## src/rtl/axi_lite_txn_scheduler_pkg.sv

```systemverilog
// Shared types for the AXI4-Lite transaction scheduler: FSM states and AXI response codes.
package axi_lite_txn_scheduler_pkg;

  typedef enum logic [1:0] {
    StIdle,
    StAddr,
    StResp,
    StDone
  } state_e;

  typedef enum logic [1:0] {
    RespOkay   = 2'b00,
    RespExokay = 2'b01,
    RespSlverr = 2'b10,
    RespDecerr = 2'b11
  } axi_resp_e;

endpackage

```

## src/rtl/axi_lite_txn_scheduler_if.sv

```systemverilog
// AXI4-Lite bus between the scheduler (master) and the shared slave.
interface axi_lite_txn_scheduler_if #(
  parameter int unsigned ADDR_WIDTH = 32,
  parameter int unsigned DATA_WIDTH = 32
);

  logic [ADDR_WIDTH-1:0] AWADDR;
  logic                  AWVALID;
  logic                  AWREADY;
  logic [DATA_WIDTH-1:0] WDATA;
  logic                  WVALID;
  logic                  WREADY;
  logic [1:0]            BRESP;
  logic                  BVALID;
  logic                  BREADY;
  logic [ADDR_WIDTH-1:0] ARADDR;
  logic                  ARVALID;
  logic                  ARREADY;
  logic [DATA_WIDTH-1:0] RDATA;
  logic [1:0]            RRESP;
  logic                  RVALID;
  logic                  RREADY;

  modport master (
    output AWADDR, AWVALID, WDATA, WVALID, BREADY, ARADDR, ARVALID, RREADY,
    input  AWREADY, WREADY, BRESP, BVALID, ARREADY, RDATA, RRESP, RVALID
  );

  modport slave (
    input  AWADDR, AWVALID, WDATA, WVALID, BREADY, ARADDR, ARVALID, RREADY,
    output AWREADY, WREADY, BRESP, BVALID, ARREADY, RDATA, RRESP, RVALID
  );

endinterface

```

## src/rtl/axi_lite_txn_scheduler_rr_arbiter.sv

```systemverilog
// Round-robin arbiter: first requester at or after ptr (wrapping) wins.
module axi_lite_txn_scheduler_rr_arbiter #(
  parameter int unsigned NUM_REQ = 2
) (
  input  logic [NUM_REQ-1:0]         req,
  input  logic [$clog2(NUM_REQ)-1:0] ptr,
  output logic [NUM_REQ-1:0]         gnt,
  output logic [$clog2(NUM_REQ)-1:0] gnt_idx,
  output logic                       gnt_valid
);

  localparam int unsigned IdxW = $clog2(NUM_REQ);

  logic [IdxW-1:0] idx;

  always_comb begin
    gnt       = '0;
    gnt_idx   = '0;
    gnt_valid = 1'b0;
    idx       = '0;
    for (int unsigned k = 0; k < NUM_REQ; k++) begin
      idx = IdxW'((32'(ptr) + k) % NUM_REQ);
      if (!gnt_valid && req[idx]) begin
        gnt_valid = 1'b1;
        gnt_idx   = idx;
        gnt[idx]  = 1'b1;
      end
    end
  end

endmodule

```

## src/rtl/axi_lite_txn_scheduler.sv

```systemverilog
// Shares one AXI4-Lite slave among NUM_REQ requesters; one transaction in flight at a time.
module axi_lite_txn_scheduler
  import axi_lite_txn_scheduler_pkg::*;
#(
  parameter int unsigned NUM_REQ    = 2,
  parameter int unsigned ADDR_WIDTH = 32,
  parameter int unsigned DATA_WIDTH = 32
) (
  input  logic                           PCLK,
  input  logic                           PRESETn,
  input  logic [NUM_REQ-1:0]             req,
  input  logic [NUM_REQ-1:0]             req_we,
  input  logic [NUM_REQ*ADDR_WIDTH-1:0]  req_addr,
  input  logic [NUM_REQ*DATA_WIDTH-1:0]  req_wdata,
  output logic [NUM_REQ-1:0]             done,
  output logic [DATA_WIDTH-1:0]          rsp_rdata,
  output logic [1:0]                     rsp_resp,
  axi_lite_txn_scheduler_if.master       axi
);

  localparam int unsigned IdxW = $clog2(NUM_REQ);

  state_e                state_q, state_d;
  logic [IdxW-1:0]       ptr_q, ptr_d;
  logic [NUM_REQ-1:0]    gnt_q, gnt_d;
  logic                  we_q, we_d;
  logic [ADDR_WIDTH-1:0] addr_q, addr_d;
  logic [DATA_WIDTH-1:0] wdata_q, wdata_d;
  logic                  aw_pend_q, aw_pend_d;
  logic                  w_pend_q, w_pend_d;
  logic [DATA_WIDTH-1:0] rdata_q, rdata_d;
  axi_resp_e             resp_q, resp_d;

  logic [NUM_REQ-1:0]    arb_gnt;
  logic [IdxW-1:0]       arb_idx;
  logic                  arb_valid;
  logic                  sel_we;
  logic [ADDR_WIDTH-1:0] sel_addr;
  logic [DATA_WIDTH-1:0] sel_wdata;

  axi_lite_txn_scheduler_rr_arbiter #(
    .NUM_REQ (NUM_REQ)
  ) u_arb (
    .req       (req),
    .ptr       (ptr_q),
    .gnt       (arb_gnt),
    .gnt_idx   (arb_idx),
    .gnt_valid (arb_valid)
  );

  // One-hot select of the winning requester's fields.
  always_comb begin
    sel_we    = 1'b0;
    sel_addr  = '0;
    sel_wdata = '0;
    for (int unsigned i = 0; i < NUM_REQ; i++) begin
      if (arb_gnt[i]) begin
        sel_we    = req_we[i];
        sel_addr  = req_addr[i*ADDR_WIDTH +: ADDR_WIDTH];
        sel_wdata = req_wdata[i*DATA_WIDTH +: DATA_WIDTH];
      end
    end
  end

  always_comb begin
    state_d     = state_q;
    ptr_d       = ptr_q;
    gnt_d       = gnt_q;
    we_d        = we_q;
    addr_d      = addr_q;
    wdata_d     = wdata_q;
    aw_pend_d   = aw_pend_q;
    w_pend_d    = w_pend_q;
    rdata_d     = rdata_q;
    resp_d      = resp_q;
    axi.AWVALID = 1'b0;
    axi.WVALID  = 1'b0;
    axi.ARVALID = 1'b0;
    axi.BREADY  = 1'b0;
    axi.RREADY  = 1'b0;
    done        = '0;

    unique case (state_q)
      StIdle: begin
        if (arb_valid) begin
          gnt_d     = arb_gnt;
          ptr_d     = (32'(arb_idx) == NUM_REQ - 1) ? '0 : arb_idx + IdxW'(1);
          we_d      = sel_we;
          addr_d    = sel_addr;
          wdata_d   = sel_wdata;
          aw_pend_d = sel_we;
          w_pend_d  = sel_we;
          state_d   = StAddr;
        end
      end

      StAddr: begin
        if (we_q) begin
          // AW and W channels complete independently, in any order.
          axi.AWVALID = aw_pend_q;
          axi.WVALID  = w_pend_q;
          if (axi.AWREADY) aw_pend_d = 1'b0;
          if (axi.WREADY)  w_pend_d  = 1'b0;
          if (!aw_pend_d && !w_pend_d) state_d = StResp;
        end else begin
          axi.ARVALID = 1'b1;
          if (axi.ARREADY) state_d = StResp;
        end
      end

      StResp: begin
        if (we_q) begin
          axi.BREADY = 1'b1;
          if (axi.BVALID) begin
            resp_d  = axi_resp_e'(axi.BRESP);
            rdata_d = '0;
            state_d = StDone;
          end
        end else begin
          axi.RREADY = 1'b1;
          if (axi.RVALID) begin
            resp_d  = axi_resp_e'(axi.RRESP);
            rdata_d = axi.RDATA;
            state_d = StDone;
          end
        end
      end

      StDone: begin
        done    = gnt_q;
        state_d = StIdle;
      end

      default: state_d = StIdle;
    endcase
  end

  always_ff @(posedge PCLK or negedge PRESETn) begin
    if (!PRESETn) begin
      state_q   <= StIdle;
      ptr_q     <= '0;
      gnt_q     <= '0;
      we_q      <= 1'b0;
      addr_q    <= '0;
      wdata_q   <= '0;
      aw_pend_q <= 1'b0;
      w_pend_q  <= 1'b0;
      rdata_q   <= '0;
      resp_q    <= RespOkay;
    end else begin
      state_q   <= state_d;
      ptr_q     <= ptr_d;
      gnt_q     <= gnt_d;
      we_q      <= we_d;
      addr_q    <= addr_d;
      wdata_q   <= wdata_d;
      aw_pend_q <= aw_pend_d;
      w_pend_q  <= w_pend_d;
      rdata_q   <= rdata_d;
      resp_q    <= resp_d;
    end
  end

  // Addresses and data come straight from the grant-time latch, so they are stable under VALID.
  assign axi.AWADDR = addr_q;
  assign axi.ARADDR = addr_q;
  assign axi.WDATA  = wdata_q;
  assign rsp_rdata  = rdata_q;
  assign rsp_resp   = resp_q;

endmodule

```

## src/flat_wrapper.sv

```systemverilog
// flat-port wrapper written by rule: the top's interface ports become plain ports
module axi_lite_txn_scheduler_flat import axi_lite_txn_scheduler_pkg::*;
#(
  parameter int unsigned NUM_REQ    = 2,
  parameter int unsigned ADDR_WIDTH = 32,
  parameter int unsigned DATA_WIDTH = 32
)
  (PCLK, PRESETn, req, req_we, req_addr, req_wdata, done, rsp_rdata, rsp_resp, axi_AWADDR, axi_AWVALID, axi_WDATA, axi_WVALID, axi_BREADY, axi_ARADDR, axi_ARVALID, axi_RREADY, axi_AWREADY, axi_WREADY, axi_BRESP, axi_BVALID, axi_ARREADY, axi_RDATA, axi_RRESP, axi_RVALID);
  axi_lite_txn_scheduler_if #(.ADDR_WIDTH(ADDR_WIDTH), .DATA_WIDTH(DATA_WIDTH)) axi_i ();
  input  logic PCLK;
  input  logic PRESETn;
  input  logic [NUM_REQ-1:0] req;
  input  logic [NUM_REQ-1:0] req_we;
  input  logic [NUM_REQ*ADDR_WIDTH-1:0] req_addr;
  input  logic [NUM_REQ*DATA_WIDTH-1:0] req_wdata;
  output logic [NUM_REQ-1:0] done;
  output logic [DATA_WIDTH-1:0] rsp_rdata;
  output logic [1:0] rsp_resp;
  output wire logic [$bits(axi_i.AWADDR)-1:0] axi_AWADDR;
  output wire logic [$bits(axi_i.AWVALID)-1:0] axi_AWVALID;
  output wire logic [$bits(axi_i.WDATA)-1:0] axi_WDATA;
  output wire logic [$bits(axi_i.WVALID)-1:0] axi_WVALID;
  output wire logic [$bits(axi_i.BREADY)-1:0] axi_BREADY;
  output wire logic [$bits(axi_i.ARADDR)-1:0] axi_ARADDR;
  output wire logic [$bits(axi_i.ARVALID)-1:0] axi_ARVALID;
  output wire logic [$bits(axi_i.RREADY)-1:0] axi_RREADY;
  input wire logic [$bits(axi_i.AWREADY)-1:0] axi_AWREADY;
  input wire logic [$bits(axi_i.WREADY)-1:0] axi_WREADY;
  input wire logic [$bits(axi_i.BRESP)-1:0] axi_BRESP;
  input wire logic [$bits(axi_i.BVALID)-1:0] axi_BVALID;
  input wire logic [$bits(axi_i.ARREADY)-1:0] axi_ARREADY;
  input wire logic [$bits(axi_i.RDATA)-1:0] axi_RDATA;
  input wire logic [$bits(axi_i.RRESP)-1:0] axi_RRESP;
  input wire logic [$bits(axi_i.RVALID)-1:0] axi_RVALID;
  assign axi_AWADDR = axi_i.AWADDR;
  assign axi_AWVALID = axi_i.AWVALID;
  assign axi_WDATA = axi_i.WDATA;
  assign axi_WVALID = axi_i.WVALID;
  assign axi_BREADY = axi_i.BREADY;
  assign axi_ARADDR = axi_i.ARADDR;
  assign axi_ARVALID = axi_i.ARVALID;
  assign axi_RREADY = axi_i.RREADY;
  assign axi_i.AWREADY = axi_AWREADY;
  assign axi_i.WREADY = axi_WREADY;
  assign axi_i.BRESP = axi_BRESP;
  assign axi_i.BVALID = axi_BVALID;
  assign axi_i.ARREADY = axi_ARREADY;
  assign axi_i.RDATA = axi_RDATA;
  assign axi_i.RRESP = axi_RRESP;
  assign axi_i.RVALID = axi_RVALID;
  axi_lite_txn_scheduler #(.NUM_REQ(NUM_REQ), .ADDR_WIDTH(ADDR_WIDTH), .DATA_WIDTH(DATA_WIDTH)) u_core (.PCLK(PCLK), .PRESETn(PRESETn), .req(req), .req_we(req_we), .req_addr(req_addr), .req_wdata(req_wdata), .done(done), .rsp_rdata(rsp_rdata), .rsp_resp(rsp_resp), .axi(axi_i));
endmodule
```

## config.mk

```make
export PLATFORM = sky130hd
export DESIGN_NAME = axi_lite_txn_scheduler_flat
export DESIGN_NICKNAME = d
export VERILOG_FILES = /design/src/rtl/axi_lite_txn_scheduler_pkg.sv /design/src/rtl/axi_lite_txn_scheduler_if.sv /design/src/rtl/axi_lite_txn_scheduler_rr_arbiter.sv /design/src/rtl/axi_lite_txn_scheduler.sv /design/src/flat_wrapper.sv
export SDC_FILE = /design/constraint.sdc
export NUM_CORES = 1
export LEC_CHECK = 0
export CORE_MARGIN = 5
export CORE_UTILIZATION = 34
export DETAILED_ROUTE_END_ITERATION = 8
export PLACE_DENSITY = 0.78
export SLEW_MARGIN = 20
export SYNTH_ARGS = -nofsm -noshare
export SYNTH_HDL_FRONTEND = slang
export SYNTH_SLANG_ARGS = --single-unit
export TNS_END_PERCENT = 100
```

## constraint.sdc

```tcl
create_clock -name PCLK -period 1.6 [get_ports PCLK]
set_input_delay 0.24 -clock PCLK [delete_from_list [all_inputs] [get_ports PCLK]]
set_output_delay 0.24 -clock PCLK [all_outputs]
set_load 0.01 [all_outputs]
```

## Word-level counts from Yosys, hierarchy flattened

Cells that the tools add are included.

| word-level totals | value |
|---|---|
| flip-flop bits (word level) | 106 |
| output and inout port bits | 137 |

| cells by class | value |
|---|---|
| add/sub/neg operators | 2 |
| magnitude comparators | 4 |
| equality and inequality tests | 10 |
| multiplexer cells | 56 |
| bitwise operators | 1 |
| reductions and logical operators | 14 |

Operator list:

| operator | count |
|---|---|
| 2-to-1 mux 32 bit | 7 |
| 2-to-1 mux 1 bit | 31 |
| 2-to-1 mux 2 bit | 13 |
| case mux 2 bit (4 select lines) | 1 |
| != test 3 x 2 -> 1 bit (second input constant) | 2 |
| != test 3 bit (second input constant) | 2 |
| AND reduction 3 bit | 2 |
| AND reduction 5 bit | 1 |
| equality test 2 bit (second input constant) | 2 |
| logical AND 1 bit | 4 |
| less-than comparator 1 x 2 -> 1 bit (second input constant) | 2 |
| != test 2 x 1 -> 1 bit (second input constant) | 2 |
| case mux 1 bit (2 select lines) | 2 |
| nonzero test 2 bit | 2 |
| logical NOT 1 bit | 3 |
| adder 1 bit (second input constant) | 2 |
| demux 1 bit (select 1 bit) | 2 |
| equality test 2 x 1 -> 1 bit (second input constant) | 1 |
| greater-or-equal comparator 1 bit (second input constant) | 2 |
| logical NOT 2 bit | 1 |
| != test 2 bit (second input constant) | 1 |
| OR 2 bit | 1 |
| AND reduction 2 bit | 1 |

## Longest topological paths before layout

Gate-level depths: netlist (run 1).

| logic depth | value |
|---|---|
| depth in word-level cells | 11 |
| depth in mapped cells | 7 |
| depth with buffers taken out | 6 |

## By module

From an unflattened synthesis (run 1), not the netlist that was laid out.

| unflattened totals | value |
|---|---|
| cells, all modules | 532 |
| area total of the unflattened synthesis | 5126.2 sq um |

Modules (own cells, without submodules):

| module | times used | cells each | area an instance (sq um) | seq. area each (sq um) |
|---|---|---|---|---|
| axi_lite_txn_scheduler | 1 | 527 | 5093.6 | 2652.5 |
| axi_lite_txn_scheduler_rr_arbiter | 1 | 5 | 32.5 | 0.0 |

## Least setup slack after synthesis (run 1)

OpenSTA, ideal clock, no wires.

| path | value |
|---|---|
| path type | flip-flop to flip-flop |
| start point | reg u_core.state_q[0] |
| end point | reg u_core.state_q[1] |
| setup time | 0.125 ns |
| arrival | 1.542 ns |
| data required time | 1.475 ns |
| setup slack | -0.067 ns |
| stages on the path, launching flop included | 7 |
| path buffers | 0 |
| cells stage by stage | dfrtp_1 -> inv_1 -> ha_1 -> or3b_1 -> o21ai_2 -> a311oi_2 -> mux2_4 |

| on the way | value |
|---|---|
| cells in the longest elaborated chain, start to end | 3 |
| elaborated cells between the ends (all ways) | 11 |

Ends and longest elaborated chain:

| item | line | RTL |
|---|---|---|
| from (decl) | axi_lite_txn_scheduler.sv:23 | `state_e state_q, state_d;` |
| from (signal assigned) | axi_lite_txn_scheduler.sv:140 | `state_q <= StIdle;` |
| from (signal assigned) | axi_lite_txn_scheduler.sv:151 | `state_q <= state_d;` |
| equality test 2 x 1 -> 1 bit, or another cell as far along | axi_lite_txn_scheduler.sv:83 | `unique case (state_q)` |
| != test 3 bit (no line), or another cell as far along | n/a |  |
| AND reduction 5 bit (no line) | n/a |  |

Parallel ways exist; a longest one is shown, timed or not.
A chain may end at the register's enable or synchronous reset.

## Worst setup path in the final report (run 1)

| path | value |
|---|---|
| start point | reg u_core.state_q[1] |
| end point | reg u_core.state_q[1] |

Same word-level chain as after synthesis.

==> results.yml, run 1 <==
detailed_routing:
  wire_per_inst_um: 18.7
  drt_wl_total_um: 19000
  firstDrtPassIters: 5
  drt_iter0_drc: 206
  vias: 5006
  vias_per_cell: 4.92
  drc: 0
  ant_nets: 0
clock_tree:
  cts_tree: "built"
  insertion_delay_ns: 0.35
  cts_sinks: 106
  cts_buffer_depth: 2
  cts_buffers: 9
  ctsRootBufferMaster: "clkbuf_16"
  h-tree-depth: 3
  clk_pin_slew_ns: 0.07
power_and_ir_drop:
  peakVddDrop_uv: 813
  power.density_nw_per_um2: 1710
  p_leak_nw: 4.03
grt:
  grt_pass1_vias: 4938
  antenna_found_initial: 0
  grt_util_all_layers_pct: 19.7
  grt_pass1_wl_um: 27300
  grt_max_degree: 69
  overflow: 0
logic_synthesis:
  synth.top_cell.area_share_pct: 53.0
  synth_ff_type: "dfrtp_1"
  postSynthAreaPerCell_um2: 9.62
  yosys_warnings: 0
  ys_ff_latch: 106
  ys_types: 31
  async_flop_share_pct: 100
  synth_area_leader_cell: "dfrtp_1"
  synthesis.area_um2: 5000
  synth_area_leaders: "dfrtp_1 53%, a22oi_1 9.6%, o21ai_0 9.4%"
  synth_edf_count: 0
  synth_nets: 699
  synth_cells: 520
  ys_seq_area_share_pct: 53.0
setup_path:
  cp.arrival_ns: 1.97
  path_max_fanout: 2
  cp.required_ns: 1.83
  path_buf_inv: 2
  cp_top_family: "flip-flops"
  slowest_stage: "dfrtp_1"
  critPathCaptureType: "flip-flop"
  r2r_cells: 7
  cpPeakStageDelay_ns: 0.40
  worst-setup-path-type: "reg -> reg"
  path_depth: 7
  crit_path_start_kind: "flip-flop"
  worstPathCellList: "inv_2 > buf_6 > ha_4 > or3b_4 > o21ai_2 > a311oi_2 > mux2_4"
timing:
  fin_crit_sh_pct: 109
  finalHoldViolCount: 0
  setup_viol: 6
  period_minus_slack_ns: 1.74
  final_max_slew_viol_count: 0
  setup_ws_ns: -0.137
  max_freq_mhz: 576
  clock_skew_ns: 0.00689
  rsz0062_at_grt: "true"
  max_slew_margin_pct: 72.3
  worstMarginPinSlew_ns: 0.415
  hold_ws_ns: 0.361
cells_and_area:
  drive_above_1_share_pct: 17.2
  num-fill-cells: 1155
  final_cell_mix: "295 x clkdlybuf4s50_1, 104 x dfrtp_1, 80 x nand2_1"
  n_antenna_cell: 0
  stdcell_count: 1017
  fin_nets: 1007
  syn_to_final_growth_pct: 84.7
  layout_commonest_cell: "clkdlybuf4s50_1"
  finalCoreUtilization_pct: 63.8
floorplan:
  die_x_um: 131
  ioPinCount: 312
  dieHeight_um: 131
  coreArea_um2: 14500
  initial_core_util_pct: 34.6
  row_count: 44
  dieArea_um2: 17200
placement:
  place_ws_ns: -0.198
  place_hpwl_um: 13400
  portBuffers: 311
  gp_congestion: 0.814
  dp.cells: 978
hold_path:
  worstHoldPathType: "in -> async"
status:
  status: "finished with violations"
  violations: "negative setup slack"
run:
  drv_cap: 0
-- cells in the mapped netlist (2+ instances only) --
library cell,n
inv_1,7
buf_2,14
o21ai_0,94
o21ai_1,8
and2_1,3
clkbuf_1,12
buf_4,43
dfrtp_1,106
ha_1,4
a21oi_1,5
nand2b_1,35
mux2i_1,3
nand2_1,101
and3_1,2
nor2b_1,3
buf_6,2
a22oi_1,64
-- worst reg2reg max path, cell delays in order, from the launching register on --
cell	delay, ns
dfrtp_1	0.40
inv_2	0.08
buf_6	0.12
ha_4	0.15
or3b_4	0.23
o21ai_2	0.05
a311oi_2	0.27
mux2_4	0.33
-- metrics by stage --
stage,power [mW],instance area [um2],TNS [ns]
4_1_cts,14.6,8720,-0.475
5_1_grt,16.7,9240,-2.10
2_1_floorplan,7.95,5020,0
3_3_place_gp,11.8,8330,-10.56
3_5_place_dp,12.0,8330,-11.84
6_report,15.8,9240,-0.485
-- what timing repair did --
action	4_1_cts	5_1_grt
buffers inserted	5	6
setup endpoints to repair	16	109
pin swaps	5	18
hold endpoints to repair	23	0
hold buffers	1	0
gates resized for setup	42	100
cloned	0	11
-- cell families after synthesis --
kind of cell | Yosys count | synth area share (%)
AND/OR/NAND/NOR | 149 | 13.6
AO/OA/AOI/OAI | 178 | 21.5
adder cells (fa/ha/maj) | 4 | 1.00
flip-flops | 106 | 53.0
buffers and inverters | 78 | 9.73
multiplexers | 5 | 1.13
-- power by group --
part | total [mW] | internal (mW) | switching (mW)
Clock | 2.44 | 1.41 | 1.02
Sequential | 4.60 | 3.81 | 0.792
Combinational | 8.72 | 4.93 | 3.79
-- final timing paths --
path | to | from | slack, ns
max | u_core.state_q[1] | u_core.state_q[1] | -0.14
min | u_core.axi.WDATA[14] | PRESETn | 0.36
max reg2reg | u_core.state_q[1] | u_core.state_q[1] | -0.14
min reg2reg | u_core.rsp_rdata[13] | u_core.rsp_rdata[13] | 0.48
max in group asynchronous | u_core.axi.WDATA[3] | PRESETn | 0.72
min in group PCLK | u_core.rsp_rdata[15] | axi_RDATA[15] | 0.45
-- layer usage --
| metal | GRT usage, % | share of wire [%] |
|---|---|---|
| met1 | 22.6 | 39 |
| met2 | 34.6 | 51 |
| met3 | 5.47 | 7.3 |
| met4 | 7.94 | 2.9 |
| met5 | 0 | 0 |
-- layout make-up --
class                           instances  area, um2  area share (%)
Multi-Input combinational cell        336       2110            22.8
Clock buffer                           11        243            2.63
Timing Repair Buffer                  368       3900            42.2
Inverter                                7       26.3           0.284
Tap cell                              184        230            2.49
Clock inverter                          5       77.6           0.840
Sequential cell                       106       2660            28.7
-- registers in the layout (all words and copies together) (netlist names), named ones only --
register           flops
u_core.we_q            1
u_core.state_q         2
u_core.rsp_resp        2
u_core.aw_pend_q       1
u_core.rsp_rdata      32
u_core.axi.WDATA      32
u_core.gnt_q           2
u_core.w_pend_q        1
u_core.axi.ARADDR     32
(Power assumes the default switching activity.)
==> run 2, diff against run 1 <==
- CORE_ASPECT_RATIO: unset -> 0.6
==> run 2 against run 1 <==
Compared with the run above:
- the run still ends with negative setup slack left
- sequential power barely moved
- worst hold slack got worse by 0.034 ns
- combinational power fell by 8.5%
==> results.yml, run 2 (synthesis gave the netlist of run 1 again) <==
timing:
  worstMarginPinSlew_ns: 0.315
  setup_viol: 7
  period_minus_slack_ns: 1.69
  max_freq_mhz: 591
  setup_ws_ns: -0.0915
  hold_ws_ns: 0.327
  clock_skew_ns: 0.0122
  fin_crit_sh_pct: 106
  max_slew_margin_pct: 79.0
  rsz0062_at_grt: "true"
  finalHoldViolCount: 0
  final_max_slew_viol_count: 0
cells_and_area:
  drive_above_1_share_pct: 10.8
  final_cell_area_um2: 8850
  syn_to_final_growth_pct: 76.9
  num-fill-cells: 1231
  final_cell_mix: "301 x clkdlybuf4s50_1, 103 x dfrtp_1, 100 x nand2_1"
  finalCoreUtilization_pct: 61.2
  area.sequential_um2: 2660
  stdcell_count: 1015
  multi_input_area_um2: 1970
  fin_nets: 991
  layout_commonest_cell: "clkdlybuf4s50_1"
  n_antenna_cell: 0
setup_path:
  worstPathCellList: "inv_2 > buf_6 > ha_4 > or3b_4 > o21ai_2 > a311oi_2 > mux2_4"
  critPathLaunch: "u_core.state_q[1]"
  cpPeakStageDelay_ns: 0.38
  cp.required_ns: 1.83
  worst-setup-path-type: "reg -> reg"
  path_max_fanout: 2
  cp.arrival_ns: 1.92
  critPathCaptureType: "flip-flop"
  crit_path_start_kind: "flip-flop"
  slowest_stage: "dfrtp_1"
  r2r_start: "u_core.state_q[1]"
clock_tree:
  ctsRootBufferMaster: "clkbuf_16"
  h-tree-depth: 3
  cts_tree: "built"
  insertion_delay_ns: 0.34
  cts_sinks: 106
  cts_buffers: 9
  cts_buffer_depth: 2
  clk_pin_slew_ns: 0.08
floorplan:
  ioPinCount: 312
  dieArea_um2: 17300
  coreArea_um2: 14500
  row_count: 34
  die_x_um: 167
  dieHeight_um: 104
  initial_core_util_pct: 34.6
power_and_ir_drop:
  power.density_nw_per_um2: 1660
  p_leak_nw: 3.76
  power_mw: 14.7
  peakVddDrop_uv: 731
placement:
  dp.cells: 989
  gp_congestion: 0.876
  dpl-instance-area_um2: 8310
  portBuffers: 311
  place_hpwl_um: 13600
grt:
  grt_util_all_layers_pct: 19.3
  grt_max_degree: 87
  grt_pass1_wl_um: 27100
  overflow: 0
  grt_pass1_vias: 4831
  antenna_found_initial: 0
detailed_routing:
  drt_wl_total_um: 18400
  vias: 4891
  vias_per_cell: 4.82
  drc: 0
  firstDrtPassIters: 5
  ant_nets: 0
  wire_per_inst_um: 18.1
  drt_iter0_drc: 317
status:
  violations: "negative setup slack"
  status: "finished with violations"
run:
  drv_cap: 0
hold_path:
  worstHoldPathType: "in -> async"
run 2: final cells by class:
cell class              instances  share of cell area, %
well taps                     198                   2.80
clock buffers                  11                   2.63
repair buffers                352                   41.4
multi-input cells             336                   22.3
flip-flops and latches        106                   30.0
inverters                       7                  0.297
clock inverters                 5                  0.509
run 2: critical path: cells and delay by family (launching register included):
| kind | cells | cell delay, ns |
|---|---|---|
| and+or+nand+nor | 1 | 0.23 |
| adders and majority gates | 1 | 0.15 |
| muxes | 1 | 0.33 |
| buffers and inverters | 2 | 0.19 |
| AOI/OAI and AO/OA | 2 | 0.32 |
| DFF | 1 | 0.38 |
run 2: path summary, 6_finish.rpt:
path	endpoint	slack, ns	cells past startpoint
worst max-delay path	u_core.state_q[1]	-0.09	7
worst min-delay path	u_core.axi.WDATA[3]	0.33	2
worst max register to register	u_core.state_q[1]	-0.09	7
worst min register to register	u_core.axi.WDATA[22]	0.48	2
max in group asynchronous	u_core.state_q[0]	0.72	3
min in group PCLK	u_core.rsp_rdata[16]	0.46	3
run 2: routing by layer:
metal / part of all wire, % / track usage (%)
met1: 42 / 24.0
met2: 47 / 32.1
met3: 9.5 / 7.63
met4: 1.4 / 3.50
met5: 0 / 0
run 2: power breakdown:
group          internal, mW  switching (mW)
clock                  1.09            1.04
combinational          4.47            3.51
sequential             3.81           0.770
total                  9.36            5.32
run 2: what timing repair did:
item,4_1_cts,5_1_grt
setup buffers,0,3
pin swaps,4,1
setup endpoints to repair,12,72
cloned,0,6
hold buffers,1,0
resized for setup,43,36
hold endpoints to repair,18,0
run 2: metrics by stage:
stage | setup slack (ns) | setup TNS, ns
2_1_floorplan | 0.00294 | 0
3_3_place_gp | -0.159 | -5.95
3_5_place_dp | -0.211 | -8.98
4_1_cts | -0.0758 | -0.215
5_1_grt | -0.153 | -0.962
6_report | -0.0915 | -0.315
